==> src/rtl/rob_multi.sv <==
// Multi-issue reorder buffer: allocates up to DISP_W tags per cycle from the
// tail, marks entries done from NUM_CDB completion ports, retires up to
// COMMIT_W finished entries per cycle in order from the head, and on a
// mispredict squashes only the entries younger than the offending branch.
module rob_multi #(
  parameter int ROB_WIDTH  = 4,
  parameter int PREG_WIDTH = 7,
  parameter int DISP_W     = 2,
  parameter int COMMIT_W   = 2,
  parameter int NUM_CDB    = 2
) (
  input  logic                            clk,
  input  logic                            reset,
  input  logic [DISP_W-1:0]               i_alloc_valid,
  input  logic [DISP_W*PREG_WIDTH-1:0]    i_alloc_old_prd,
  input  logic [DISP_W-1:0]               i_alloc_is_branch,
  input  logic [DISP_W*32-1:0]            i_alloc_pc,
  output logic                            o_alloc_ready,
  output logic [DISP_W*ROB_WIDTH-1:0]     o_alloc_tag,
  input  logic [NUM_CDB-1:0]              i_cdb_valid,
  input  logic [NUM_CDB*ROB_WIDTH-1:0]    i_cdb_tag,
  output logic [COMMIT_W-1:0]             o_commit_valid,
  output logic [COMMIT_W*PREG_WIDTH-1:0]  o_commit_old_preg,
  output logic [COMMIT_W*ROB_WIDTH-1:0]   o_commit_tag,
  output logic [COMMIT_W*32-1:0]          o_commit_pc,
  input  logic                            i_flush_valid,
  input  logic [ROB_WIDTH-1:0]            i_flush_tag,
  output logic [ROB_WIDTH:0]              o_count,
  output logic                            o_empty
);

  localparam int ROB_SIZE = 1 << ROB_WIDTH;

  logic [ROB_WIDTH-1:0]  head;
  logic [ROB_WIDTH-1:0]  tail;
  logic [ROB_WIDTH:0]    count;
  logic [ROB_SIZE-1:0]   ent_valid;
  logic [ROB_SIZE-1:0]   ent_done;
  logic [PREG_WIDTH-1:0] ent_preg [ROB_SIZE];
  logic [31:0]           ent_pc   [ROB_SIZE];

  logic                  alloc_fire;
  logic [ROB_WIDTH:0]    num_alloc;
  logic [ROB_WIDTH:0]    num_commit;
  logic                  commit_chain;
  logic [ROB_WIDTH-1:0]  commit_idx;
  logic                  flush_hit;
  logic [ROB_WIDTH-1:0]  flush_dist;
  logic [ROB_WIDTH-1:0]  rel_age;
  logic [ROB_SIZE-1:0]   squash;

  // The branch flag is carried for interface compatibility; recovery is
  // driven purely by the flush tag, so nothing inside consumes it.
  logic unused_is_branch;
  assign unused_is_branch = ^i_alloc_is_branch;

  assign o_count = count;
  assign o_empty = (count == '0);

  // Allocation readiness, group size and the tags each slot would receive.
  always_comb begin
    o_alloc_ready = (count <= (ROB_WIDTH+1)'(ROB_SIZE - DISP_W));
    alloc_fire    = o_alloc_ready && !i_flush_valid;
    num_alloc     = '0;
    o_alloc_tag   = '0;
    for (int k = 0; k < DISP_W; k++) begin
      num_alloc = num_alloc + {{ROB_WIDTH{1'b0}}, i_alloc_valid[k]};
      o_alloc_tag[k*ROB_WIDTH +: ROB_WIDTH] = tail + ROB_WIDTH'(k);
    end
  end

  // In-order retirement window: slot k commits only if every older slot does.
  always_comb begin
    commit_chain      = 1'b1;
    commit_idx        = '0;
    num_commit        = '0;
    o_commit_valid    = '0;
    o_commit_tag      = '0;
    o_commit_old_preg = '0;
    o_commit_pc       = '0;
    for (int k = 0; k < COMMIT_W; k++) begin
      commit_idx   = head + ROB_WIDTH'(k);
      commit_chain = commit_chain && ((ROB_WIDTH+1)'(k) < count) &&
                     ent_valid[commit_idx] && ent_done[commit_idx];
      o_commit_valid[k] = commit_chain;
      o_commit_tag[k*ROB_WIDTH +: ROB_WIDTH]        = commit_idx;
      o_commit_old_preg[k*PREG_WIDTH +: PREG_WIDTH] = ent_preg[commit_idx];
      o_commit_pc[k*32 +: 32]                       = ent_pc[commit_idx];
      num_commit = num_commit + {{ROB_WIDTH{1'b0}}, commit_chain};
    end
  end

  // Squash mask: every entry whose age relative to head exceeds the branch's.
  always_comb begin
    flush_hit  = i_flush_valid && ent_valid[i_flush_tag];
    flush_dist = i_flush_tag - head;
    rel_age    = '0;
    squash     = '0;
    for (int i = 0; i < ROB_SIZE; i++) begin
      rel_age   = ROB_WIDTH'(i) - head;
      squash[i] = flush_hit && (rel_age > flush_dist);
    end
  end

  // Pointer, occupancy and per-entry status update; later writes win, so a
  // squash overrides a same-cycle completion on a younger entry.
  always_ff @(posedge clk) begin
    if (reset) begin
      head      <= '0;
      tail      <= '0;
      count     <= '0;
      ent_valid <= '0;
      ent_done  <= '0;
    end else begin
      for (int p = 0; p < NUM_CDB; p++) begin
        if (i_cdb_valid[p] && ent_valid[i_cdb_tag[p*ROB_WIDTH +: ROB_WIDTH]])
          ent_done[i_cdb_tag[p*ROB_WIDTH +: ROB_WIDTH]] <= 1'b1;
      end
      for (int k = 0; k < COMMIT_W; k++) begin
        if (o_commit_valid[k]) begin
          ent_valid[head + ROB_WIDTH'(k)] <= 1'b0;
          ent_done[head + ROB_WIDTH'(k)]  <= 1'b0;
        end
      end
      for (int k = 0; k < DISP_W; k++) begin
        if (alloc_fire && i_alloc_valid[k]) begin
          ent_valid[tail + ROB_WIDTH'(k)] <= 1'b1;
          ent_done[tail + ROB_WIDTH'(k)]  <= 1'b0;
        end
      end
      for (int i = 0; i < ROB_SIZE; i++) begin
        if (squash[i]) begin
          ent_valid[i] <= 1'b0;
          ent_done[i]  <= 1'b0;
        end
      end
      head <= head + num_commit[ROB_WIDTH-1:0];
      if (flush_hit) begin
        tail  <= i_flush_tag + 1'b1;
        count <= {1'b0, flush_dist} + 1'b1 - num_commit;
      end else if (alloc_fire) begin
        tail  <= tail + num_alloc[ROB_WIDTH-1:0];
        count <= count + num_alloc - num_commit;
      end else begin
        count <= count - num_commit;
      end
    end
  end

  // Entry payload captured at allocation; it is only read while valid.
  always_ff @(posedge clk) begin
    for (int k = 0; k < DISP_W; k++) begin
      if (alloc_fire && i_alloc_valid[k]) begin
        ent_preg[tail + ROB_WIDTH'(k)] <= i_alloc_old_prd[k*PREG_WIDTH +: PREG_WIDTH];
        ent_pc[tail + ROB_WIDTH'(k)]   <= i_alloc_pc[k*32 +: 32];
      end
    end
  end

endmodule

==> config.mk <==
export PLATFORM = sky130hd
export DESIGN_NAME = rob_multi
export DESIGN_NICKNAME = d
export VERILOG_FILES = /design/src/rtl/rob_multi.sv
export SDC_FILE = /design/constraint.sdc
export NUM_CORES = 1
export LEC_CHECK = 0
export CELL_PAD_IN_SITES_DETAIL_PLACEMENT = 1
export CELL_PAD_IN_SITES_GLOBAL_PLACEMENT = 1
export CORE_MARGIN = 1.5
export CORE_UTILIZATION = 53
export DETAILED_ROUTE_END_ITERATION = 7
export PLACE_DENSITY = 0.82
export SLEW_MARGIN = 20
export SYNTH_ARGS = -nofsm -noshare
export SYNTH_HDL_FRONTEND = slang
export SYNTH_SLANG_ARGS = --single-unit
==> constraint.sdc <==
create_clock -name clk -period 4.85 [get_ports clk]
set_input_delay 0.97 -clock clk [delete_from_list [all_inputs] [get_ports clk]]
set_output_delay 0.97 -clock clk [all_outputs]
set_load 0.03 [all_outputs]
==> flow_summary_export.csv <==
group,metric,value,unit
hold_path,hold_class,"reg -> reg",
critical_path,cp_data_arrival_time,3.76,ns
route,detail_route.first_pass.iterations,5,
global_route,antenna_found_initial,15,
finish,multi_input_area,0.02069,mm^2
timing,worst_pin_slew,1.100,ns
placement,place.detailed.hpwl,79.76,mm
global_route,overflow,0,
yosys,synth_cell_types,80,
placement,gp_congestion,0.9468,
global_route,grt_max_degree,147,
timing,relSlewSlack,26.68,%
route,drt-wirelength-per-cell,38.01,um
route,drc_errors,0,
timing,finalCriticalPeriod,4.728,ns
global_route,grt_pass1_wl,209.1,mm
critical_path,worstSetupStartpointType,"register",
critical_path,crit_path_end_kind,"primary output",
yosys,synth_warnings,0,
finish,register_area,0.01965,mm^2
floorplan,die_area,0.08010,mm^2
yosys,synth-main-ff-cell,"edfxtp_1",
placement,dp_slack,0.2517,ns
floorplan,die_h,283.0,um
timing,hold_viol,0,
timing,fin_skew,0.01562,ns
timing,min_period_over_period,97.49,%
critical_path,cp.required,3.88,ns
route,via_per_inst,7.346,
cts,root_buffer,"clkbuf_16",
yosys,synth_seq_area_share,47.26,%
job,max_cap_viol_count,0,
finish,area_growth,13.96,%
timing,maxSlewViolCount,0,
timing,rsz0062_at_grt,"no",
yosys,ys_async_sr_fraction,0,%
yosys,yosysTopAreaCellShare,45.09,%
yosys,synth_top_area_cell,"edfxtp_1",
floorplan,core_region_area,0.07759,mm^2
route,via_count,27940,
yosys,synth_edf_count,624,
cts,cts_tree,"done",
hold_path,hold_start,"ent_done[3]$_SDFF_PP0_",
cts,clock_path_buffers,3,
finish,drive_gt1_share,47.93,%
route,route.antenna.remaining_nets,0,
cts,clock-sinks,669,
finish,fillCellCount,6918,
critical_path,critPathLaunch,"head[1]$_SDFF_PP0_",
critical_path,critPathMaxStageDelay,0.71,ns
global_route,grt_pass1_vias,29680,
timing,fin_ws,0.1218,ns
timing,setup_viol,0,
route,dr.first_iter.drc_count,3687,
cts,htreeDepth,3,
critical_path,cp_cell_sequence,"buf_12 > mux4_2 > mux4_2 > clkdlybuf4s50_1",
yosys,avgSynthCellArea,16.00,um^2
floorplan,die_w,283.0,um
critical_path,critPathSlowestCell,"clkdlybuf4s50_1",
critical_path,cp_max_fo,101,
cts,clock_latency,0.64,ns
floorplan,num_rows,102,
yosys,syn-instance-count,2597,
finish,finalNetCount,2878,
yosys,synth_area_leaders,"edfxtp_1 45%, mux4_2 22%, mux2_2 17%",
yosys,synth_nets,2780,
cts,clkTransAtPathRegs,0.06,ns
global_route,grt_use_total,35.76,%
run_status,status,"complete, no violations",
power_and_ir_drop,leakagePower,15.13,nW
cts,cts_made_buffers,78,
critical_path,crit_top_cell,"mux4_2",
critical_path,critical_path_class,"reg -> out",
power_and_ir_drop,power_per_cell_area,311.1,mW/mm^2
route,drt_wl_total,144.6,mm
timing,setup-tns-final,0,ns
critical_path,r2r-start,"head[0]$_SDFF_PP0_",
floorplan,start_util,53.56,%
timing,fmaxAchievable,211.5,MHz
yosys,ys_ff_latch,669,
yosys,syn_area,0.04156,mm^2
cts,cts_setup_buffers,0,
power_and_ir_drop,ir_drop,270.0,uV
placement,port_buffers,199,
floorplan,ios,202,
## worst paths after layout
check	to	cells after the start	slack, ns
worst min register to register	ent_done[3]$_SDFF_PP0_	2	0.56
worst max-delay path	o_commit_pc[9]	4	0.12
worst max register to register	o_count[4]$_SDFF_PP0_	16	0.34
worst min-delay path	ent_done[3]$_SDFF_PP0_	2	0.56
## timing repair
action	CTS	global route
endpoints found under the setup margin	16	12
endpoints found under the hold margin	0	0
hold buffers	0	0
gates cloned	1	1
resized for setup	4	2
pin swaps	0	0
## cells in the final DEF (no fill, tap or decap), drive strengths merged, types with 41 or more instances in the layout
cell	count
mux2	626
edfxtp	624
mux4	411
clkdlybuf4s50	160
buf	123
clkbuf	105
nand2	87
ha	76
inv	58
nor2	55
dfxtp	45
o21ai	41
## critical path: cells and delay by family, from the launching register on
| kind | cells | cell delay, ns |
|---|---|---|
| buf+inv | 2 | 1.35 |
| mux | 2 | 1.13 |
| flops | 1 | 0.47 |
## registers in the layout, indices dropped and copies added (netlist names)
signal / count
o_count: 5
ent_done: 16
head: 4
tail: 4
ent_pc: 512
ent_valid: 16
ent_preg: 112
## area by class of cell
type	instances	area share [%]
sequential	669	41.49
timing repair buffer	285	6.370
tap	1040	2.748
inverter	55	0.4465
clock buffer	104	4.370
clock inverter	37	0.8402
antenna	8	0.04227
multi-input combinational	1606	43.69
## Yosys cell counts (all sizes together), types with 3 or more instances
cell,number
a211oi,7
a21boi,8
a21o,6
a21oi,22
a221o,9
a2bb2oi,5
a32oi,8
and2,12
and4b,6
buf,130
clkbuf,137
dfxtp,45
edfxtp,624
fa,8
ha,76
inv,53
mux2,626
mux2i,7
mux4,411
nand2,87
nand2b,5
nand3,25
nand4,13
nor2,55
nor2b,13
nor3,11
nor3b,4
nor4,9
nor4b,10
o211ai,8
o21a,6
o21ai,41
o221ai,16
o22ai,8
o2bb2ai,3
o31ai,8
o32ai,4
or4b,13
xnor2,20
xor2,9
## power by group
group	internal (W)	switching, W
Clock	0.00326	0.00256
Combinational	0.000931	0.00129
Sequential	0.00656	0.000134
Total	0.0108	0.00398
## cells by family (layout without fill, tap and decap cells)
| logic type | Yosys count | after routing | share of synthesized area, % |
|---|---|---|---|
| AO/OA/AOI/OAI | 175 | 175 | 3.023 |
| XOR/XNOR | 29 | 29 | 0.6564 |
| adder cells (fa/ha/maj) | 84 | 84 | 2.674 |
| buffers and inverters | 322 | 481 | 3.393 |
| flip-flops | 669 | 669 | 47.26 |
| multiplexers | 1044 | 1044 | 39.41 |
| other | 0 | 8 | 0 |
| AND/OR/NAND/NOR | 274 | 274 | 3.592 |
## layer usage
layer  GRT usage, %  up-vias  share of wire, %
met1          46.92    14660                36
met5              0        -             0.061
met3          7.101      434                10
met4          17.26       14               4.8
met2          57.40     1958                49
li1               -    10880                 -
## stage by stage
stage,instances,utilization (%),hold slack [ns],total power [W],instance area (um^2)
floorplan,2597,-,0.4787,0.008077,41560
global placement,3653,57.71,0.5308,0.008832,44780
detailed placement,3653,57.71,0.5455,0.008961,44780
CTS,3795,60.96,0.5557,0.01472,47300
global route,3804,61.03,0.5782,0.01505,47360
finish,3804,61.03,0.5562,0.01473,47360
Note: power is estimated with default switching activity, not from simulation.
